File: src/rtl/button_conditioner.sv
// Input conditioning for the SLC-3 top level: two-flop sync on every input,
// counter debounce plus one-cycle press pulses on the active-low buttons.
// Optional macro CONT_AUTOREPEAT_EN adds periodic Continue pulses while held.

module button_debounce #(
  parameter int DEBOUNCE_CYCLES = 500000,
  parameter int REPEAT_CYCLES   = 25000000,
  parameter bit AUTOREPEAT      = 1'b0
) (
  input  logic       clk,
  input  logic       rst_n,
  input  logic       raw_n,
  output logic       level_n,
  output logic       pulse,
  output logic [1:0] state_dbg
);
  localparam int MAX_CYCLES = (DEBOUNCE_CYCLES > REPEAT_CYCLES) ? DEBOUNCE_CYCLES : REPEAT_CYCLES;
  localparam int CW = $clog2(MAX_CYCLES) + 1;
  localparam logic [CW-1:0] DB_LAST = CW'(DEBOUNCE_CYCLES - 1);

  localparam logic [1:0] S_RELEASED     = 2'd0;
  localparam logic [1:0] S_PRESS_WAIT   = 2'd1;
  localparam logic [1:0] S_PRESSED      = 2'd2;
  localparam logic [1:0] S_RELEASE_WAIT = 2'd3;

  logic [1:0]    sync_q, sync_d;
  logic [1:0]    state_q, state_d;
  logic [CW-1:0] cnt_q, cnt_d;
  logic          level_q, level_d;
  logic          pulse_q, pulse_d;
  logic          press;
  logic          rep_fire;
  logic          sync;

  assign sync = sync_q[1];

  always_comb begin
    sync_d  = {sync_q[0], raw_n};
    state_d = state_q;
    cnt_d   = cnt_q;
    level_d = level_q;
    press   = 1'b0;
    case (state_q)
      S_RELEASED: begin
        if (!sync) begin
          state_d = S_PRESS_WAIT;
          cnt_d   = '0;
        end
      end
      S_PRESS_WAIT: begin
        if (sync) begin
          state_d = S_RELEASED;
        end else if (cnt_q == DB_LAST) begin
          state_d = S_PRESSED;
          level_d = 1'b0;
          press   = 1'b1;
        end else begin
          cnt_d = cnt_q + 1'b1;
        end
      end
      S_PRESSED: begin
        if (sync) begin
          state_d = S_RELEASE_WAIT;
          cnt_d   = '0;
        end
      end
      default: begin
        // A low sample during release-wait is bounce: back to PRESSED, no pulse.
        if (!sync) begin
          state_d = S_PRESSED;
        end else if (cnt_q == DB_LAST) begin
          state_d = S_RELEASED;
          level_d = 1'b1;
        end else begin
          cnt_d = cnt_q + 1'b1;
        end
      end
    endcase
    pulse_d = press | rep_fire;
  end

  generate
    if (AUTOREPEAT) begin : g_rep
      localparam logic [CW-1:0] REP_LAST = CW'(REPEAT_CYCLES - 1);
      logic [CW-1:0] rep_q, rep_d;
      // Counter only runs while staying in PRESSED, so every entry restarts it.
      always_comb begin
        rep_d    = '0;
        rep_fire = 1'b0;
        if (state_q == S_PRESSED && state_d == S_PRESSED) begin
          if (rep_q == REP_LAST) rep_fire = 1'b1;
          else                   rep_d    = rep_q + 1'b1;
        end
      end
      always_ff @(posedge clk or negedge rst_n) begin
        if (!rst_n) rep_q <= '0;
        else        rep_q <= rep_d;
      end
    end else begin : g_norep
      assign rep_fire = 1'b0;
    end
  endgenerate

  always_ff @(posedge clk or negedge rst_n) begin
    if (!rst_n) begin
      sync_q  <= 2'b11;
      state_q <= S_RELEASED;
      cnt_q   <= '0;
      level_q <= 1'b1;
      pulse_q <= 1'b0;
    end else begin
      sync_q  <= sync_d;
      state_q <= state_d;
      cnt_q   <= cnt_d;
      level_q <= level_d;
      pulse_q <= pulse_d;
    end
  end

  assign level_n   = level_q;
  assign pulse     = pulse_q;
  assign state_dbg = state_q;
endmodule

module button_conditioner #(
  parameter int DEBOUNCE_CYCLES = 500000,
  parameter int REPEAT_CYCLES   = 25000000,
  parameter int SW_WIDTH        = 16
) (
  input  logic                Clk,
  input  logic                Reset,
  input  logic                Run_raw,
  input  logic                Continue_raw,
  input  logic [SW_WIDTH-1:0] S_raw,
  output logic                Run_n,
  output logic                Continue_n,
  output logic                Run_pulse,
  output logic                Continue_pulse,
  output logic [SW_WIDTH-1:0] S_sync,
  output logic [1:0]          run_state_dbg,
  output logic [1:0]          cont_state_dbg
);
`ifdef CONT_AUTOREPEAT_EN
  localparam bit CONT_REPEAT = 1'b1;
`else
  localparam bit CONT_REPEAT = 1'b0;
`endif

  logic [SW_WIDTH-1:0] sw_meta_q, sw_meta_d;
  logic [SW_WIDTH-1:0] sw_sync_q, sw_sync_d;

  always_comb begin
    sw_meta_d = S_raw;
    sw_sync_d = sw_meta_q;
  end

  always_ff @(posedge Clk or negedge Reset) begin
    if (!Reset) begin
      sw_meta_q <= '0;
      sw_sync_q <= '0;
    end else begin
      sw_meta_q <= sw_meta_d;
      sw_sync_q <= sw_sync_d;
    end
  end

  assign S_sync = sw_sync_q;

  button_debounce #(
    .DEBOUNCE_CYCLES(DEBOUNCE_CYCLES),
    .REPEAT_CYCLES  (REPEAT_CYCLES),
    .AUTOREPEAT     (1'b0)
  ) u_run (
    .clk      (Clk),
    .rst_n    (Reset),
    .raw_n    (Run_raw),
    .level_n  (Run_n),
    .pulse    (Run_pulse),
    .state_dbg(run_state_dbg)
  );

  button_debounce #(
    .DEBOUNCE_CYCLES(DEBOUNCE_CYCLES),
    .REPEAT_CYCLES  (REPEAT_CYCLES),
    .AUTOREPEAT     (CONT_REPEAT)
  ) u_cont (
    .clk      (Clk),
    .rst_n    (Reset),
    .raw_n    (Continue_raw),
    .level_n  (Continue_n),
    .pulse    (Continue_pulse),
    .state_dbg(cont_state_dbg)
  );
endmodule

File: config.mk
export PLATFORM = sky130hd
export DESIGN_NAME = button_conditioner
export DESIGN_NICKNAME = d
export VERILOG_FILES = /design/src/rtl/button_conditioner.sv
export SDC_FILE = /design/constraint.sdc
export NUM_CORES = 1
export LEC_CHECK = 0
export CORE_UTILIZATION = 55
export DETAILED_ROUTE_END_ITERATION = 8
export GPL_ROUTABILITY_DRIVEN = 0
export PLACE_DENSITY = 0.77
export SLEW_MARGIN = 5
export SYNTH_ARGS = -nofsm -noshare
export SYNTH_HDL_FRONTEND = slang
export SYNTH_SLANG_ARGS = --single-unit
File: constraint.sdc
create_clock -name Clk -period 3 [get_ports Clk]
set_input_delay 0.6 -clock Clk [delete_from_list [all_inputs] [get_ports Clk]]
set_output_delay 0.6 -clock Clk [all_outputs]
set_load 0.02 [all_outputs]
==> reports/metrics.yaml, run 1 <==
outcome:
  outcome: "completed"
cts:
  cts_hold_buf: 0
  cts_tree: "built"
  clkSlewWorstSetupHoldPaths_ns: 0.11
  clockRootBuffer: "clkbuf_8"
  cts_resized: 0
  cts.sinks: 96
  htree_levels: 3
  numCtsBuffers: 9
  cts_setup_buffers: 0
  clk_latency_ns: 0.37
  clockBufferDepth: 2
run:
  maxCapViolations: 0
worst_setup_path:
  startpoint: "u_run.state_dbg[0]$_DFFE_PN0P_"
  critical_path_required_ns: 3.25
  crit_path_max_fanout: 13
  crit_buf_inv: 2
  path_delay_family: "compound AO/OA/AOI/OAI gates"
  cp-end-kind: "flip-flop"
  max_stage_delay_ns: 0.50
  cpMostUsedCell: "inv_1"
  crit_end: "u_run.cnt_q[0]$_DFFE_PN0P_"
  cp_cell_sequence: "inv_1, ha_1, nor3b_1, inv_1, a32oi_1, a221o_1, mux2_2"
  regToRegEndpoint: "u_run.cnt_q[0]$_DFFE_PN0P_"
  slowest_stage: "a221o_1"
  regToRegSetupSlack_ns: 0.36
  rr_worst_depth: 7
  start_kind: "flip-flop"
  cp.arrival_ns: 2.89
  crit_type: "reg -> reg"
  r2r-start: "u_run.state_dbg[0]$_DFFE_PN0P_"
  path_depth: 7
synthesis:
  synthesis.nets: 480
  netlist_instances: 452
  synth.area.top_cells: "dfrtp_1 49%, dfstp_2 3.4%, and3_1 3.0%"
  syn_area_sq_um: 4610
  synth_cell_types: 59
  seq_area_frac_synth_pct: 52.3
  yosysWarnings: 0
  syn_area_per_cell_sq_um: 10.2
  synth_edf_count: 0
  synthFlopType: "dfrtp_1"
  yosysTopAreaCell: "dfrtp_1"
  async_reset_ff_share_pct: 100
  yosys.area.top_type_share_pct: 48.8
  synth_seq_cells: 96
pwr:
  p_switching_mw: 1.31
  switching_share_pct: 38.7
  pwr-share-comb_pct: 32.4
  power_mw: 3.40
  ir_drop_mv: 0.472
  p_leak_nw: 2.35
  p_int_mw: 2.08
  power_frac_seq_pct: 42.8
  powerDensity_nw_per_um2: 637
  clkPwrFrac_pct: 24.7
drt:
  wire_per_inst_um: 16.9
  ant_nets: 0
  dr.pass1.iters: 5
  vias: 3824
  wl_um: 10200
  first_iter_violations: 203
  via_per_inst: 6.33
  drc_errors: 0
grt:
  grtUsageTotal_pct: 25.2
  grt_overflow: 0
  grt_max_degree: 50
  antenna_found_initial: 0
  grt_pass1_wl_um: 17100
  grt_pass1_vias: 3464
floorplanning:
  io_pins: 44
  start_util_pct: 56.4
  fp-row-count: 33
  die_x_um: 93.6
  chipHeight_um: 93.6
  die-area_sq_um: 8760
  core_area_sq_um: 8180
sta:
  drv_slew: 0
  hold_ws_ns: 0.235
  relSlewSlack_pct: 36.4
  worst_slew_pin_slew_ns: 0.950
  fin_tns_setup_ns: 0
  rsz0062_at_grt: "no"
  finalSetupViolations: 0
  skew_ns: 0.0177
  fmax_ghz: 0.378
  finalCritPeriodShare_pct: 88.1
  hold_viol_final: 0
  period_minus_slack_ns: 2.64
cells_and_area:
  mostFrequentLayoutCells: "90 x dfrtp_1, 42 x clkdlybuf4s50_1, 32 x nor2_1, 31 x nand2_1, 23 x nand3_1"
  layout.cells.most_common: "dfrtp_1"
  drive_above_1_share_pct: 9.02
  num_antenna_cells: 0
  syn_to_final_growth_pct: 15.6
  fin_cells: 604
  fin_nets: 522
  utilization_pct: 65.2
placement:
  dpl.hpwl_um: 6950
  dp_cells: 588
  port_buffers: 43
hold_path:
  hold_class: "in -> async"
==> power by group through the flow <==
| stage | registers, mW | clock network, mW | logic [mW] |
|---|---|---|---|
| floorplan | 1.50 | 0 | 0.707 |
| global placement | 1.47 | 0 | 1.06 |
| detailed placement | 1.48 | 0 | 1.09 |
| CTS | 1.45 | 0.854 | 1.10 |
| global route | 1.47 | 0.908 | 1.21 |
| finish | 1.45 | 0.840 | 1.10 |
==> cells by family (layout without fill, tap and decap cells) <==
kind of cell	after synthesis	in the layout	synth area share, %
xor+xnor	1	1	0.190
compound gates	117	117	18.6
flops	96	96	52.3
simple gates	196	196	23.1
buf+inv	31	78	2.96
fa+ha+maj	8	8	2.17
mux	3	3	0.705
==> metrics by stage <==
stage / worst slack (ns) / cell area [sq um]
after CTS: 0.380 / 5330
final: 0.356 / 5330
after floorplan: 0.702 / 4610
after detailed placement: 0.392 / 5140
after global routing: 0.0745 / 5330
after global placement: 0.459 / 5140
==> layer usage <==
layer / vias to the layer above / share of wire (%) / wire length, um / GRT usage [%]
met1: 1884 / 48 / 4950 / 37.5
met2: 113 / 46 / 4660 / 37.1
li1: 1817 / - / - / -
met5: - / 0 / 0 / 0
met4: 0 / 0.96 / 98 / 8.08
met3: 10 / 5.1 / 522 / 4.88
==> worst min-delay path by stage <==
| stage | end | depth (start not counted) | from |
|---|---|---|---|
| global route | u_cont.cnt_q[21]$_DFFE_PN0P_ | 1 | Reset |
| floorplan | S_sync[0]$_DFF_PN0_ | 0 | Reset |
| global placement | S_sync[13]$_DFF_PN0_ | 0 | sw_meta_q[13]$_DFF_PN0_ |
| detailed placement | S_sync[5]$_DFF_PN0_ | 0 | sw_meta_q[5]$_DFF_PN0_ |
| CTS | u_cont.cnt_q[23]$_DFFE_PN0P_ | 1 | Reset |
| finish | u_cont.cnt_q[23]$_DFFE_PN0P_ | 1 | Reset |
==> cell type report <==
cell class / instances / area [sq um]
clock buffer: 9 / 124
clock inverter: 7 / 67.6
fill: 636 / 2840
inverter: 13 / 48.8
multi-input combinational: 325 / 2070
sequential: 96 / 2410
tap: 105 / 131
timing repair buffer: 49 / 485
==> Yosys cell counts (6+ instances only) <==
cell type,n
a211o_1,14
nand4_1,16
nand3_1,23
buf_2,7
nor4_1,12
dfrtp_1,90
a221o_1,11
a31oi_1,19
nand2_1,31
ha_1,8
nor3_1,21
nor2_1,32
and3_1,22
o21ai_0,21
dfstp_2,6
inv_1,13
a21oi_1,13
clkbuf_1,9
==> state kept, by name, indices dropped and copies added (netlist names), named ones only <==
name and cells:
u_run.level_n 1, u_run.pulse 1, u_cont.pulse 1, u_cont.state_dbg 1, sw_meta_q 16, u_run.sync_q 2, u_run.cnt_q 26, u_cont.sync_q 2
u_cont.level_n 1, u_run.state_dbg 1, u_cont.cnt_q 26, S_sync 16
No activity file was read; power rests on OpenSTA's default activity.
==> run 2, diff against run 1 <==
- CORE_ASPECT_RATIO: not set -> 1.2
- CTS_CLUSTER_SIZE: not set -> 25
- clock period: 3 -> 3.2 ns (I/O delays scaled with it)
==> run 2 against run 1 <==
- clock power fell by 6.7%
- final cell count down 1.8%
- core utilization grew 0.39 points
- cell area is 0.23% lower
- sequential share of layout area increased by 0.11 points
- global-route usage down 0.29 points
- flip-flop and latch count unchanged
- combinational power shrank 10%
- via count about the same
- clock-buffer cell count increased by 1
- die area is essentially flat
- power fell by 7.6%
==> reports/metrics.yaml, run 2 (synthesis gave the netlist of run 1 again) <==
outcome:
  outcome: "completed"
worst_setup_path:
  critical_path_required_ns: 3.45
  start_kind: "flip-flop"
  slowest_stage: "a2111oi_0"
  max_stage_delay_ns: 0.58
  rr_worst_depth: 6
  cpMostUsedCell: "and4_1"
  crit_path_max_fanout: 13
  cp-end-kind: "flip-flop"
  cp.arrival_ns: 2.85
  crit_type: "reg -> reg"
  cp_cell_sequence: "ha_1, and4_1, and4_1, a2111oi_0, nor2_1, a221o_1"
floorplanning:
  start_util_pct: 56.9
  chipHeight_um: 102
  die-area_sq_um: 8760
  die_x_um: 85.6
  core_area_sq_um: 8110
  io_pins: 44
  fp-row-count: 36
cts:
  clk_latency_ns: 0.36
  htree_levels: 3
  numCtsBuffers: 9
  cts.sinks: 96
  clockRootBuffer: "clkbuf_8"
  clockBufferDepth: 2
  cts_setup_buffers: 0
  cts_hold_buf: 0
  cts_resized: 0
  clkSlewWorstSetupHoldPaths_ns: 0.10
  cts_tree: "built"
cells_and_area:
  drive_above_1_share_pct: 8.84
  num_antenna_cells: 0
  syn_to_final_growth_pct: 15.4
  mostFrequentLayoutCells: "90 x dfrtp_1, 42 x clkdlybuf4s50_1, 32 x nor2_1, 31 x nand2_1, 23 x nand3_1"
  layout.cells.most_common: "dfrtp_1"
  reg_top3: "u_cont.cnt_q x26, u_run.cnt_q x26"
  fin_nets: 521
drt:
  ant_nets: 0
  dr.pass1.iters: 6
  via_per_inst: 6.45
  wl_um: 10000
  wire_per_inst_um: 16.9
  vias: 3825
  first_iter_violations: 255
  drc_errors: 0
placement:
  port_buffers: 43
  dpl.hpwl_um: 6900
  dp_slack_ns: 0.628
hold_path:
  hold_class: "in -> async"
sta:
  period_minus_slack_ns: 2.60
  fin_tns_setup_ns: 0
  hold_viol_final: 0
  drv_slew: 0
  worst_slew_pin_slew_ns: 0.828
  finalSetupViolations: 0
  worst_slack_ns: 0.602
  skew_ns: 0.00782
  rsz0062_at_grt: "no"
  finalCritPeriodShare_pct: 81.2
  relSlewSlack_pct: 44.6
  fmax_ghz: 0.385
  hold_ws_ns: 0.241
grt:
  grtUsageTotal_pct: 24.9
  grt_overflow: 0
  grt_max_degree: 54
  grt_pass1_wl_um: 17200
  grt_pass1_vias: 3784
  antenna_found_initial: 0
pwr:
  powerDensity_nw_per_um2: 589
  ir_drop_mv: 0.573
  p_leak_nw: 2.34
run:
  maxCapViolations: 0
[run 2: path summary, 6_finish.rpt]
check                                          endpoint                   startpoint  slack (ns)
setup / recovery           u_cont.cnt_q[14]$_DFFE_PN0P_  u_cont.cnt_q[0]$_DFFE_PN0P_        0.60
hold / removal                      S_sync[3]$_DFF_PN0_                        Reset        0.24
setup reg to reg           u_cont.cnt_q[14]$_DFFE_PN0P_  u_cont.cnt_q[0]$_DFFE_PN0P_        0.60
hold reg to reg                     S_sync[5]$_DFF_PN0_       sw_meta_q[5]$_DFF_PN0_        0.36
max in group asynchronous    u_cont.sync_q[1]$_DFF_PN1_                        Reset        2.24
min in group Clk                    S_sync[5]$_DFF_PN0_       sw_meta_q[5]$_DFF_PN0_        0.36
[run 2: worst max-delay path, delay by kind of cell (launching register included)]
family | cells | cell delay (ns)
AOI/OAI and AO/OA | 2 | 1.01
and+or+nand+nor | 3 | 0.80
DFF | 1 | 0.42
adders and majority gates | 1 | 0.26
[run 2: metal layers]
layer | share of wire, % | track usage, % | up-vias
met5 | 0 | 0 | -
met4 | 2.4 | 12.9 | 0
met3 | 4.6 | 4.68 | 26
met2 | 52 | 43.4 | 119
met1 | 41 | 29.6 | 1864
li1 | - | - | 1816
[run 2: cell type report]
cell class / instances / area, sq um
well taps: 95 / 119
repair buffers: 48 / 478
fillers: 661 / 2790
multi-input cells: 325 / 2070
inverters: 13 / 48.8
clock buffers: 10 / 138
flip-flops and latches: 96 / 2410
clock inverters: 6 / 61.3
[run 2: stage by stage]
step	util, %	power, mW	cells	cell area [sq um]
2_1_floorplan	-	2.07	452	4610
3_3_place_gp	63.2	2.35	577	5120
3_5_place_dp	63.2	2.37	577	5120
4_1_cts	65.6	3.16	593	5320
5_1_grt	65.6	3.33	593	5320
6_report	65.6	3.14	593	5320
[run 2: report_power, final]
| part | total, mW | leakage, nW | switching, mW | internal, mW |
|---|---|---|---|---|
| Clock | 0.784 | 0.0982 | 0.461 | 0.323 |
| Sequential | 1.36 | 1.23 | 0.0726 | 1.29 |
| Combinational | 0.990 | 1.01 | 0.645 | 0.345 |
| Total | 3.14 | 2.34 | 1.18 | 1.96 |
==> run 3, diff against run 2 <==
- CORE_UTILIZATION: 55 -> 52
- PLACE_DENSITY: 0.77 -> 0.76
- clock period: 3.2 -> 2.2 ns (I/O delays scaled with it)
==> run 3 against run 2 <==
- the flow now finishes with violations (negative setup slack)
- sequential share of layout area down 5.8 points
- sequential power grew 43%
- worst setup slack worse by 0.64 ns
- non-clock buffer count rose by 70
- power rose by 72%
- largest power group is now combinational logic
- highest routed layer unchanged
==> reports/metrics.yaml, run 3 (synthesis gave the netlist of run 1 again) <==
drt:
  first_iter_violations: 276
  drc_errors: 0
  vias: 4198
  ant_nets: 0
  dr.pass1.iters: 5
  via_per_inst: 6.13
  wire_per_inst_um: 17.2
  wl_um: 11800
sta:
  drv_slew: 0
  relSlewSlack_pct: 67.1
  finalSetupViolations: 14
  fmax_ghz: 0.447
  worst_slew_pin_slew_ns: 0.490
  worst_slack_ns: -0.0348
  hold_viol_final: 0
  period_minus_slack_ns: 2.23
  rsz0062_at_grt: "yes"
  finalCritPeriodShare_pct: 102
  skew_ns: 0.00995
cts:
  cts_hold_buf: 0
  numCtsBuffers: 9
  cts_tree: "built"
  clkSlewWorstSetupHoldPaths_ns: 0.10
  clockBufferDepth: 2
  clockRootBuffer: "clkbuf_8"
  htree_levels: 3
  cts.sinks: 96
  clk_latency_ns: 0.37
grt:
  grtUsageTotal_pct: 26.8
  grt_max_degree: 55
  grt_pass1_wl_um: 19100
  antenna_found_initial: 0
  grt_pass1_vias: 4165
  grt_overflow: 0
placement:
  port_buffers: 43
  dpl.hpwl_um: 7800
  dp_slack_ns: -0.0982
pwr:
  p_leak_nw: 2.74
  ir_drop_mv: 0.696
  power_mw: 5.38
  powerDensity_nw_per_um2: 882
cells_and_area:
  reg_top3: "u_cont.cnt_q x26, u_run.cnt_q x26"
  fin_nets: 591
  syn_to_final_growth_pct: 32.3
  num_antenna_cells: 0
  num-fill-cells: 644
  layout.cells.most_common: "dfrtp_1"
  drive_above_1_share_pct: 24.5
  mostFrequentLayoutCells: "90 x dfrtp_1, 69 x buf_4, 42 x clkdlybuf4s50_1, 31 x nand2_1, 30 x nor2_1"
floorplanning:
  io_pins: 44
  fp-row-count: 37
  die_x_um: 88.0
  start_util_pct: 53.6
  chipHeight_um: 105
  die-area_sq_um: 9250
  core_area_sq_um: 8610
worst_setup_path:
  start_kind: "flip-flop"
  r2r-start: "u_cont.cnt_q[22]$_DFFE_PN0P_"
  critical_path_required_ns: 2.46
  cp.arrival_ns: 2.50
  cp-end-kind: "flip-flop"
  regToRegSetupSlack_ns: -0.03
  rr_worst_depth: 6
  crit_type: "reg -> reg"
  regToRegEndpoint: "u_cont.cnt_q[10]$_DFFE_PN0P_"
  crit_path_max_fanout: 6
run:
  maxCapViolations: 0
hold_path:
  hold_class: "in -> async"
outcome:
  violations: "negative setup slack"
  outcome: "finished, violations left"
[run 3: cell type report]
cell class	instances	area, sq um	share of cell area, %
clock buffers	9	124	2.03
clock inverters	7	87.6	1.44
inverters	13	48.8	0.800
multi-input cells	325	2200	36.0
flip-flops and latches	96	2410	39.5
well taps	117	146	2.40
repair buffers	118	1090	17.8
[run 3: where the power goes]
group          internal (mW)  total [mW]  switching, mW
sequential              1.88        1.95         0.0768
clock                  0.549        1.23          0.685
combinational           1.01        2.20           1.18
[run 3: worst max-delay path by stage]
stage,startpoint,cells past startpoint,to,slack (ns)
after floorplan,u_run.state_dbg[0]$_DFFE_PN0P_,9,u_run.cnt_q[8]$_DFFE_PN0P_,-0.002
after global placement,u_run.cnt_q[0]$_DFFE_PN0P_,7,u_run.cnt_q[25]$_DFFE_PN0P_,-0.01
after detailed placement,u_run.cnt_q[1]$_DFFE_PN0P_,7,u_run.cnt_q[18]$_DFFE_PN0P_,-0.1
after CTS,u_cont.cnt_q[0]$_DFFE_PN0P_,7,u_cont.cnt_q[0]$_DFFE_PN0P_,-0.03
after global routing,u_cont.cnt_q[22]$_DFFE_PN0P_,6,u_cont.cnt_q[10]$_DFFE_PN0P_,-0.08
final,u_cont.cnt_q[22]$_DFFE_PN0P_,6,u_cont.cnt_q[10]$_DFFE_PN0P_,-0.03
[run 3: stage by stage]
stage               util [%]  hold WS, ns  area (sq um)  setup TNS [ns]  cells
finish                  70.9       0.0328          6100          -0.261    685
global route            70.9       0.0435          6100           -1.65    685
CTS                     69.0       0.0419          5940          -0.132    680
detailed placement      65.7        0.335          5660          -0.898    661
global placement        65.7        0.332          5660         -0.0829    661
floorplan                  -        0.144          4620        -0.00159    452
[run 3: worst max-delay path, stage by stage, from the launching register on]
cell and delay (ns):
dfrtp_1 0.39, or4_4 0.56, or3_4 0.39, o21a_4 0.24, buf_12 0.13, and3_4 0.15, a211o_1 0.26
[run 3: layer usage]
metal	share of wire, %	up-vias	GRT usage [%]
li1	-	1948	-
met1	39	2060	31.8
met2	53	153	45.2
met3	4.7	37	4.98
met4	3.4	0	14.8
met5	0	-	0
[run 3: repair_timing]
item                       CTS  global route
pin swaps                    1             5
resized for setup            4            24
buffers inserted             2             4
cloned                       1             1
setup endpoints to repair   26            52
